$ cat src/rtl/shift_reg_pkg.sv
// Shared constants for the right_shift_register block and its storage stage.
// Latency: none (declarations only).
// Backpressure: none (declarations only).
package shift_reg_pkg;

  localparam int DEFAULT_WIDTH = 8;

  // set1 encoding for the shift stage
  localparam logic MODE_LOAD  = 1'b1;
  localparam logic MODE_SHIFT = 1'b0;

endpackage

$ cat src/rtl/shift_reg_storage.sv
// Output storage stage: captures the shift stage on set2 and drives it out behind en2.
// Latency: 1 clock from set2 to out; en2 gating is combinational (0 clocks).
// Backpressure: none; a capture happens on every set2 edge, gating never disturbs the stored value.
//
// Ports:
//   clk, rst   - clock, synchronous active-high reset
//   set2       - capture strobe; oreg takes d on the edge
//   en2        - output enable; out is all zeros when low
//   d          - shift-stage value to capture (pre-edge value)
//   out        - gated storage value
module shift_reg_storage
  import shift_reg_pkg::*;
#(
  parameter int WIDTH = DEFAULT_WIDTH
) (
  input  logic             clk,
  input  logic             rst,
  input  logic             set2,
  input  logic             en2,
  input  logic [WIDTH-1:0] d,
  output logic [WIDTH-1:0] out
);

  logic [WIDTH-1:0] oreg;

  always_ff @(posedge clk) begin
    if (rst) begin
      oreg <= '0;
    end else if (set2) begin
      oreg <= d;
    end
  end

  // Gating sits after the register so toggling en2 never loses the stored word.
  assign out = en2 ? oreg : '0;

endmodule

$ cat src/rtl/right_shift_register.sv
// Serial/parallel-in right-shift register with a separate output storage stage (595-style).
// Latency: 1 clock for load/shift to sh_out and for set2 to out; 2 clocks parallel-in to out.
// Backpressure: none; en1 holds the shift stage, en2 blanks out without disturbing storage.
//
// Ports:
//   clk, rst   - clock, synchronous active-high reset
//   sh_in      - serial input, enters at the MSB on a shift
//   set1, en1  - shift-stage mode (1 = load in, 0 = shift right) and update enable
//   set2, en2  - storage capture strobe and output enable
//   in         - parallel load data
//   out        - storage stage when en2 = 1, else zero
//   sh_out     - LSB of the shift stage, ungated, for cascading
module right_shift_register
  import shift_reg_pkg::*;
#(
  parameter int WIDTH = DEFAULT_WIDTH
) (
  input  logic             clk,
  input  logic             rst,
  input  logic             sh_in,
  input  logic             set1,
  input  logic             en1,
  input  logic             set2,
  input  logic             en2,
  input  logic [WIDTH-1:0] in,
  output logic [WIDTH-1:0] out,
  output logic             sh_out
);

  logic [WIDTH-1:0] sreg;
  logic [WIDTH-1:0] sreg_nxt;

  // in is only selected on a load, so X on in cannot leak into sreg otherwise.
  always_comb begin
    sreg_nxt = sreg;
    if (en1) begin
      if (set1 == MODE_LOAD) begin
        sreg_nxt = in;
      end else begin
        sreg_nxt = {sh_in, sreg[WIDTH-1:1]};
      end
    end
  end

  always_ff @(posedge clk) begin
    if (rst) begin
      sreg <= '0;
    end else begin
      sreg <= sreg_nxt;
    end
  end

  assign sh_out = sreg[0];

  // Storage captures the current (pre-edge) sreg, so a same-edge load and
  // transfer moves the old word to the output while the new one enters sreg.
  shift_reg_storage #(
    .WIDTH (WIDTH)
  ) u_storage (
    .clk  (clk),
    .rst  (rst),
    .set2 (set2),
    .en2  (en2),
    .d    (sreg),
    .out  (out)
  );

endmodule

$ cat config.mk
export PLATFORM = sky130hd
export DESIGN_NAME = right_shift_register
export DESIGN_NICKNAME = d
export VERILOG_FILES = /design/src/rtl/shift_reg_pkg.sv /design/src/rtl/shift_reg_storage.sv /design/src/rtl/right_shift_register.sv
export SDC_FILE = /design/constraint.sdc
export NUM_CORES = 1
export LEC_CHECK = 0
export CAP_MARGIN = 20
export CORE_MARGIN = 2
export CORE_UTILIZATION = 43
export CTS_CLUSTER_SIZE = 28
export DETAILED_ROUTE_END_ITERATION = 12
export PLACE_DENSITY = 0.79
export SLEW_MARGIN = 10
export SYNTH_ARGS = -nofsm -noshare
export SYNTH_HDL_FRONTEND = slang
export SYNTH_SLANG_ARGS = --single-unit
$ cat constraint.sdc
create_clock -name clk -period 0.9 [get_ports clk]
set_input_delay 0.09 -clock clk [delete_from_list [all_inputs] [get_ports clk]]
set_output_delay 0.09 -clock clk [all_outputs]
set_load 0.01 [all_outputs]
==> impl_metrics.py <==
metrics = {
    "status": {
        "outcome": "complete, but fails checks",
        "failing_checks": "negative setup slack",
    },
    "finish": {
        "final.fill_count": 119,
        "finish.cell_count_without_fillers": 116,
        "antenna_cells": 0,
        "nNetsFinal": 116,
        "syn2layout_area_growth_pct": 48.0,
        "ratio_of_cells_with_drive_above_1_in_the_final_layout_pct": 35.0,
    },
    "setup_path": {
        "critPathRequiredTime_ns": 0.81,
        "ff2ff_setup_slack_ns": 0.12,
        "end_kind": "output port",
        "arrival_ns": 0.87,
        "worstRegToRegCells": 2,
        "startpoint_type": "register",
        "setup.worst_path.class": "reg -> out",
        "r2r_end": "sreg[1]",
        "r2r-start": "sreg[2]",
        "critical_path_peak_fanout": 2,
    },
    "pwr": {
        "power.total_mw": 1.50,
        "power_density_nw_per_um2": 1460,
        "vdd_ir_drop_max_v": 0.00124,
        "p_leak_nw": 0.476,
    },
    "sta": {
        "finalHoldViolCount": 0,
        "setup_viol_count_final": 8,
        "max_slew.worst_pin.slew_ns": 0.288,
        "largest_clock_skew_in_the_final_design_ns": 0.00200,
        "hold_slack_ns": 0.452,
        "rsz0062_at_grt": "true",
        "max_freq_mhz": 1040,
        "final_period_minus_worst_setup_slack_ns": 0.959,
        "report.final.slew_viol_count": 0,
        "final.period_utilization_pct": 107,
        "worst_slack_ns": -0.0586,
        "max-slew-margin-rel_pct": 80.8,
    },
    "detailed_routing": {
        "wire_length_per_cell_um": 12.2,
        "detail_route.drc_violations": 0,
        "drt_iter0_drc": 0,
        "drtAntennaViolNets": 0,
        "drt_pass1_iterations": 1,
        "vias": 581,
        "vias_per_cell": 5.01,
        "detailed_route_wire_length_um": 1410,
    },
    "floorplan": {
        "die-height_um": 44.2,
        "core_area_um2": 1510,
        "die_w_um": 44.2,
        "io_pins": 24,
        "fp-row-count": 14,
        "fp.dieArea_um2": 1960,
        "initial_core_util_pct": 46.2,
    },
    "synth": {
        "netlist_instances": 70,
        "netlist_area_um2": 696,
        "netlist_top_cells_area": "dfxtp_1, mux2i_1, a211oi_1, nor2_1, and2_1",
        "synthArstFlopShare_pct": 0,
        "mappedNetlistNets": 85,
        "synth_edf_count": 0,
        "ys_warn_count": 0,
        "synth.cells.most_frequent": "dfxtp_1, mux2i_1, nor2_1",
        "yosysTopAreaCellShare_pct": 46.0,
        "most_used_flip_flop_cell_after_synthesis": "dfxtp_1",
        "avgSynthCellArea_um2": 9.94,
        "synthDistinctLibCells": 8,
        "yosysSeqAreaShare_pct": 46.0,
        "ys_ff_latch": 16,
        "yosysTopAreaCell": "dfxtp_1",
    },
    "hold_path": {
        "hold_start": "in[0]",
        "whs_path_depth": 3,
        "min-delay-path-class": "in -> reg",
        "whs_endpoint": "sreg[0]",
    },
    "cts": {
        "clock_insertion_delay_worst_skew_ns": 0.28,
        "clock_tree.buffer_depth": 2,
        "cts_tree": "done",
        "cts_htree_levels": 1,
        "cts_sinks": 16,
        "cts-buffers-inserted": 3,
        "root_buffer": "clkbuf_4",
        "clk_transition_reported_paths_ns": 0.09,
    },
    "run": {
        "max_cap_viol_count": 0,
    },
    "placed_design": {
        "pre_cts_ws_ns": -0.592,
        "place.detailed.instances": 110,
        "routabilityCongestion": 0.722,
        "count_of_port_buffers_added_during_placement": 23,
        "place.detailed.hpwl_um": 1050,
    },
    "global_route": {
        "grt_pass1_wl_um": 2210,
        "first_global_vias": 512,
        "grt_antenna_before_repair": 0,
        "grt_util_all_layers_pct": 16.0,
        "grt_start_max_net_pins": 17,
        "global_route.overflow_total": 0,
    },
}
kinds of logic (layout without fill, tap and decap cells):
| group | count (synthesis) | in the layout | synth area share [%] |
|---|---|---|---|
| buffers and inverters | 6 | 36 | 6.47 |
| flip-flops | 16 | 16 | 46.0 |
| AND/OR/NAND/NOR | 24 | 24 | 15.8 |
| AO/OA/AOI/OAI | 8 | 8 | 8.63 |
| multiplexers | 16 | 16 | 23.0 |
power by group:
group | internal (mW) | total (mW) | switching (mW)
Sequential | 0.752 | 0.778 | 0.0257
Combinational | 0.159 | 0.258 | 0.0993
Clock | 0.246 | 0.466 | 0.220
Total | 1.16 | 1.50 | 0.345
what timing repair did:
action / 4_1_cts / 5_1_grt
hold buffers: 0 / 0
buffers inserted: 0 / 2
gates resized for setup: 46 / 8
pin swaps: 0 / 0
setup endpoints to repair: 9 / 8
hold endpoints to repair: 0 / 0
routing by layer:
metal  part of all wire, %  up-vias  global-route usage (%)  routed length, um
met4                   1.9        0                    9.09                 27
met2                    51       16                    27.1                717
met3                   5.2        2                    3.67                 73
li1                      -      299                       -                  -
met5                     0        -                       0                  0
met1                    42      264                    18.4                595
cells in the final DEF, fill, tap and decap left out:
master,instances
buf_12,2
dfxtp_2,9
buf_6,4
and2_1,4
clkdlybuf4s50_1,13
nor2_1,16
clkbuf_4,3
and2_4,4
clkbuf_8,1
mux2i_1,16
buf_4,7
dlygate4sd2_1,1
a211oi_1,8
dfxtp_1,7
buf_2,5
per-stage QoR:
| stage | util [%] | area [um^2] | TNS (ns) |
|---|---|---|---|
| after floorplan | - | 696 | 0 |
| after global placement | 65.0 | 978 | -7.78 |
| after detailed placement | 65.0 | 978 | -8.04 |
| after CTS | 65.0 | 980 | -0.462 |
| after global routing | 68.4 | 1030 | -0.637 |
| final | 68.4 | 1030 | -0.331 |
layout make-up:
cell class / instances / area, um^2 / share of cell area, %
Tap cell: 16 / 20.0 / 1.94
Sequential cell: 16 / 332 / 32.2
Clock buffer: 4 / 36.3 / 3.52
Timing Repair Buffer: 32 / 302 / 29.3
Multi-Input combinational cell: 48 / 340 / 33.0
worst max-delay path: stages, from the launching register on:
cell	delay (ns)
dfxtp_2	0.34
and2_1	0.12
buf_2	0.13
how the worst max path moves through the flow:
stage / start / to / slack (ns) / cells after the start
after floorplan: sreg[0] / sreg[0] / 0.22 / 2
after global placement: en2 / out[7] / -0.57 / 3
after detailed placement: en2 / out[7] / -0.59 / 3
after CTS: u_storage.oreg[1] / out[1] / -0.06 / 2
after global routing: u_storage.oreg[5] / out[5] / -0.09 / 2
final: u_storage.oreg[1] / out[1] / -0.06 / 2
registers in the layout (all words and copies together) (netlist names):
signal          cells
sreg                8
u_storage.oreg      8
(Power assumes the default switching activity.)
==> edit 1 (same settings) <==
Set the package constant `DEFAULT_WIDTH` to 9 (it was 8).
--- a/src/rtl/shift_reg_pkg.sv
+++ b/src/rtl/shift_reg_pkg.sv
@@ -4,5 +4,5 @@
 package shift_reg_pkg;
 
-  localparam int DEFAULT_WIDTH = 8;
+  localparam int DEFAULT_WIDTH = 9;
 
   // set1 encoding for the shift stage
Interface: changed (resized in and out); port bits go from 24 to 26. The function was not compared with the original's and may differ.
==> edit 1 against the original RTL <==
- the run still ends with setup timing left
- synthesized area increased by 12%
- cell area increased by 9.6%
- global-route usage increased by 0.21 points
- power increased by 9.5%
- worst hold slack got worse by 0.011 ns
- wire length increased by 10%
- highest routed layer unchanged
- via count increased by 10%
- critical path depth unchanged
- sequential cell count increased by 2
- worst setup slack got worse by 0.012 ns
- die area increased by 11%
- clock skew about the same
- synthesized cell count increased by 11%
==> edit 1: results (changes against the original RTL) <==
stage	metric	value	unit	change
detailed_routing	Initial DRC Count	7		+7
synthesis	syn avg cell area	9.99	um2	+0.56%
worst_setup_path	CP endpoint	out[2]		
final_layout	layout cells sized above 1	34.2	%	-0.77 points
synthesis	largest cells by area after synthesis	dfxtp_1 (46%), mux2i_1 (23%), a211oi_1 (8.7%)		
sta	slack of the critical path	-0.0707	ns	-0.0121 ns
synthesis	synth cell count leaders	dfxtp_1 (18), mux2i_1 (18), nor2_1 (18)		
place	Setup WS pre-CTS	-0.626	ns	-0.0341 ns
sta	hold slack final	0.441	ns	-0.0112 ns
run_status	outcome	finished with violations		
clock_tree	Post-CTS Setup Bufs	1		+1
synthesis	syn nets	94		+11%
run_status	failing checks	setup timing		
worst_setup_path	beginning of the critical path	u_storage.oreg[2]$_SDFFE_PP0P_		
clock_tree	post-cts resize count	55		+20%
sta	slew margin rel.	81.8	%	+0.96 points
final_layout	layout net count	128		+10%
worst_setup_path	worst-case reg-to-reg path depth	4		+2
global_route	largest net degree at the start of global routing	11		-6
final_layout	top flop regs	sreg: 9 flops, u_storage.oreg: 9 flops		
synthesis	Seq/Total Area, Yosys	46.2	%	+0.18 points
sta	Setup Skew	0.00162	ns	-0.000376 ns
place	Final GP Congestion	0.767		+6.2%
detailed_routing	Vias	642		+10%
sta	Setup violations, final	9		+1
global_route	first-pass GRT wire length	2.43	mm	+9.7%
power	Lkg Pwr	0.517	nW	+8.7%
global_route	vias in the first global route	565		+10%
detailed_routing	vias per cell	4.72		-5.8%
worst_setup_path	Worst R2R End	u_storage.oreg[7]$_SDFFE_PP0P_		
-- edit 1: power groups by stage --
stage	Sequential (mW)	Clock [mW]	Combinational, mW
after floorplan	0.884	0	0.145
after global placement	0.888	0	0.271
after detailed placement	0.891	0	0.275
after CTS	0.876	0.506	0.270
after global routing	0.883	0.537	0.298
final	0.877	0.493	0.275
-- edit 1: kinds of logic after synthesis --
| logic type | synth area share [%] |
|---|---|
| buf+inv | 6.10 |
| simple gates | 15.9 |
| compound gates | 8.67 |
| flops | 46.2 |
| mux | 23.1 |
-- edit 1: final cells by class --
class / count / area, um2
repair buffers: 35 / 305
well taps: 25 / 31.3
multi-input cells: 54 / 383
fillers: 132 / 579
flip-flops and latches: 18 / 373
clock buffers: 4 / 36.3
-- edit 1: metal layers --
layer	wire, um	track usage, %	part of all wire, %
met5	0	0	0
met4	24	6.86	1.5
met3	63	2.35	4.1
met2	798	28.3	51
met1	668	19.4	43
==> edit 2 (same flow settings) <==
Made on the original files. Put a register stage on the output `out`. The value now appears one clock later. The other outputs are not delayed to match. Comments in the files are not updated.
--- a/src/rtl/right_shift_register.sv
+++ b/src/rtl/right_shift_register.sv
@@ -27,4 +27,6 @@
   output logic             sh_out
 );
+
+  logic [WIDTH-1:0] out_d;
 
   logic [WIDTH-1:0] sreg;
@@ -63,6 +65,10 @@
     .en2  (en2),
     .d    (sreg),
-    .out  (out)
+    .out  (out_d)
   );
+
+  always_ff @(posedge clk) begin
+    out <= out_d;
+  end
 
 endmodule
Function: changed (Yosys sat finds a counterexample within 4 cycles, from zero or initial values and one cycle with rst high).
==> edit 2 against the original RTL <==
- global-route usage fell by 1.5 points
- final cell count is 14% higher
- worst hold slack worse by 0.044 ns
- count of clock-buffer cells in the layout is the same
- sequential cell count up 8
- synthesized area increased by 23%
- non-clock buffer count decreased by 3
- first-iteration DRC count rose by 10
- critical path type unchanged
- cell area grew 13%
- clock skew hardly changed
- wire length increased by 5.9%
- worst setup slack gained 0.089 ns
- die area is 21% higher
- power increased by 30%
==> edit 2: results (changes against the original RTL) <==
stage	metric	value	unit	change
run_status	outcome	completed		
final_layout	Signal buffers	29		-9.4%
final_layout	ClkCell Share	3.13	%	-0.40 points
final_layout	layout net count	121		+4.3%
worst_setup_path	Worst EP arrival	0.78	ns	-0.09 ns
place	HPWL after detailed placement	1.10	mm	+5.7%
global_route	first-pass GRT wire length	2.62	mm	+18%
detailed_routing	M1 WL	709	um	+19%
floorplan	die area	0.00236	mm2	+21%
power	Lkg Pwr	0.519	nW	+9.1%
worst_hold_path	hold path start	sh_in		
final_layout	multi-input gate share of total cell area	28.5	%	-4.6 points
power	Pwr Total	1.95	mW	+30%
synthesis	multiplexer share of the synthesized area	18.7	%	-4.3 points
final_layout	layout cells sized above 1	21.9	%	-13 points
final_layout	top flop regs	out: 8 flops, sreg: 8 flops, u_storage.oreg: 8 flops		
global_route	vias in the first global route	604		+18%
clock_tree	Skew-Pair Late Insertion Delay	0.31	ns	+0.03 ns
global_route	met2 usage	22.8	%	-4.2 points
final_layout	register area	485	um2	+46%
place	Post-DP Area	0.00116	mm2	+18%
sta	Setup Skew	0.00220	ns	+0.000202 ns
power	Comb power frac	12.8	%	-4.4 points
place	Setup WS pre-CTS	-0.240	ns	+0.351 ns
detailed_routing	vias per cell	4.63		-7.6%
synthesis	syn nets	93		+9.4%
clock_tree	Clock transition at path regs	0.12	ns	+0.03 ns
global_route	All-Layer GR Usage	14.4	%	-1.5 points
detailed_routing	met2 WL post-DR	661	um	-7.8%
power	NetSw	0.436	mW	+26%
power	Max VDD drop	772	uV	-38%
synthesis	largest cells by area after synthesis	dfxtp_1 (56%), mux2i_1 (19%), a211oi_1 (7.0%)		
global_route	met1 Track Usage GR	17.2	%	-1.1 points
edit 2: changes by cell type after synthesis:
cell / delta
dfxtp_1: +8
edit 2: worst paths after layout:
path	slack [ns]	end	cells after the start
max	0.03	out[2]	1
max reg2reg	0.13	sreg[0]$_SDFFE_PP0P_	3
min reg2reg	0.47	out[7]$_SDFF_PN0_	1
min	0.41	sreg[7]$_SDFFE_PP0P_	3
edit 2: logic make-up after synthesis:
family / count (synthesis)
compound gates: 8
buf+inv: 6
flops: 24
mux: 16
simple gates: 24
edit 2: what timing repair did:
action                                  4_1_cts  5_1_grt
endpoints found under the setup margin        9        4
endpoints found under the hold margin         0        0
resized for setup                            37        4
hold buffers                                  0        0
edit 2: metrics by stage:
step	setup TNS, ns	cells	hold slack (ns)
after floorplan	0	78	0.217
after global placement	-3.03	128	0.443
after detailed placement	-3.71	128	0.445
after CTS	0	132	0.406
after global routing	-0.00281	132	0.422
final	0	132	0.409
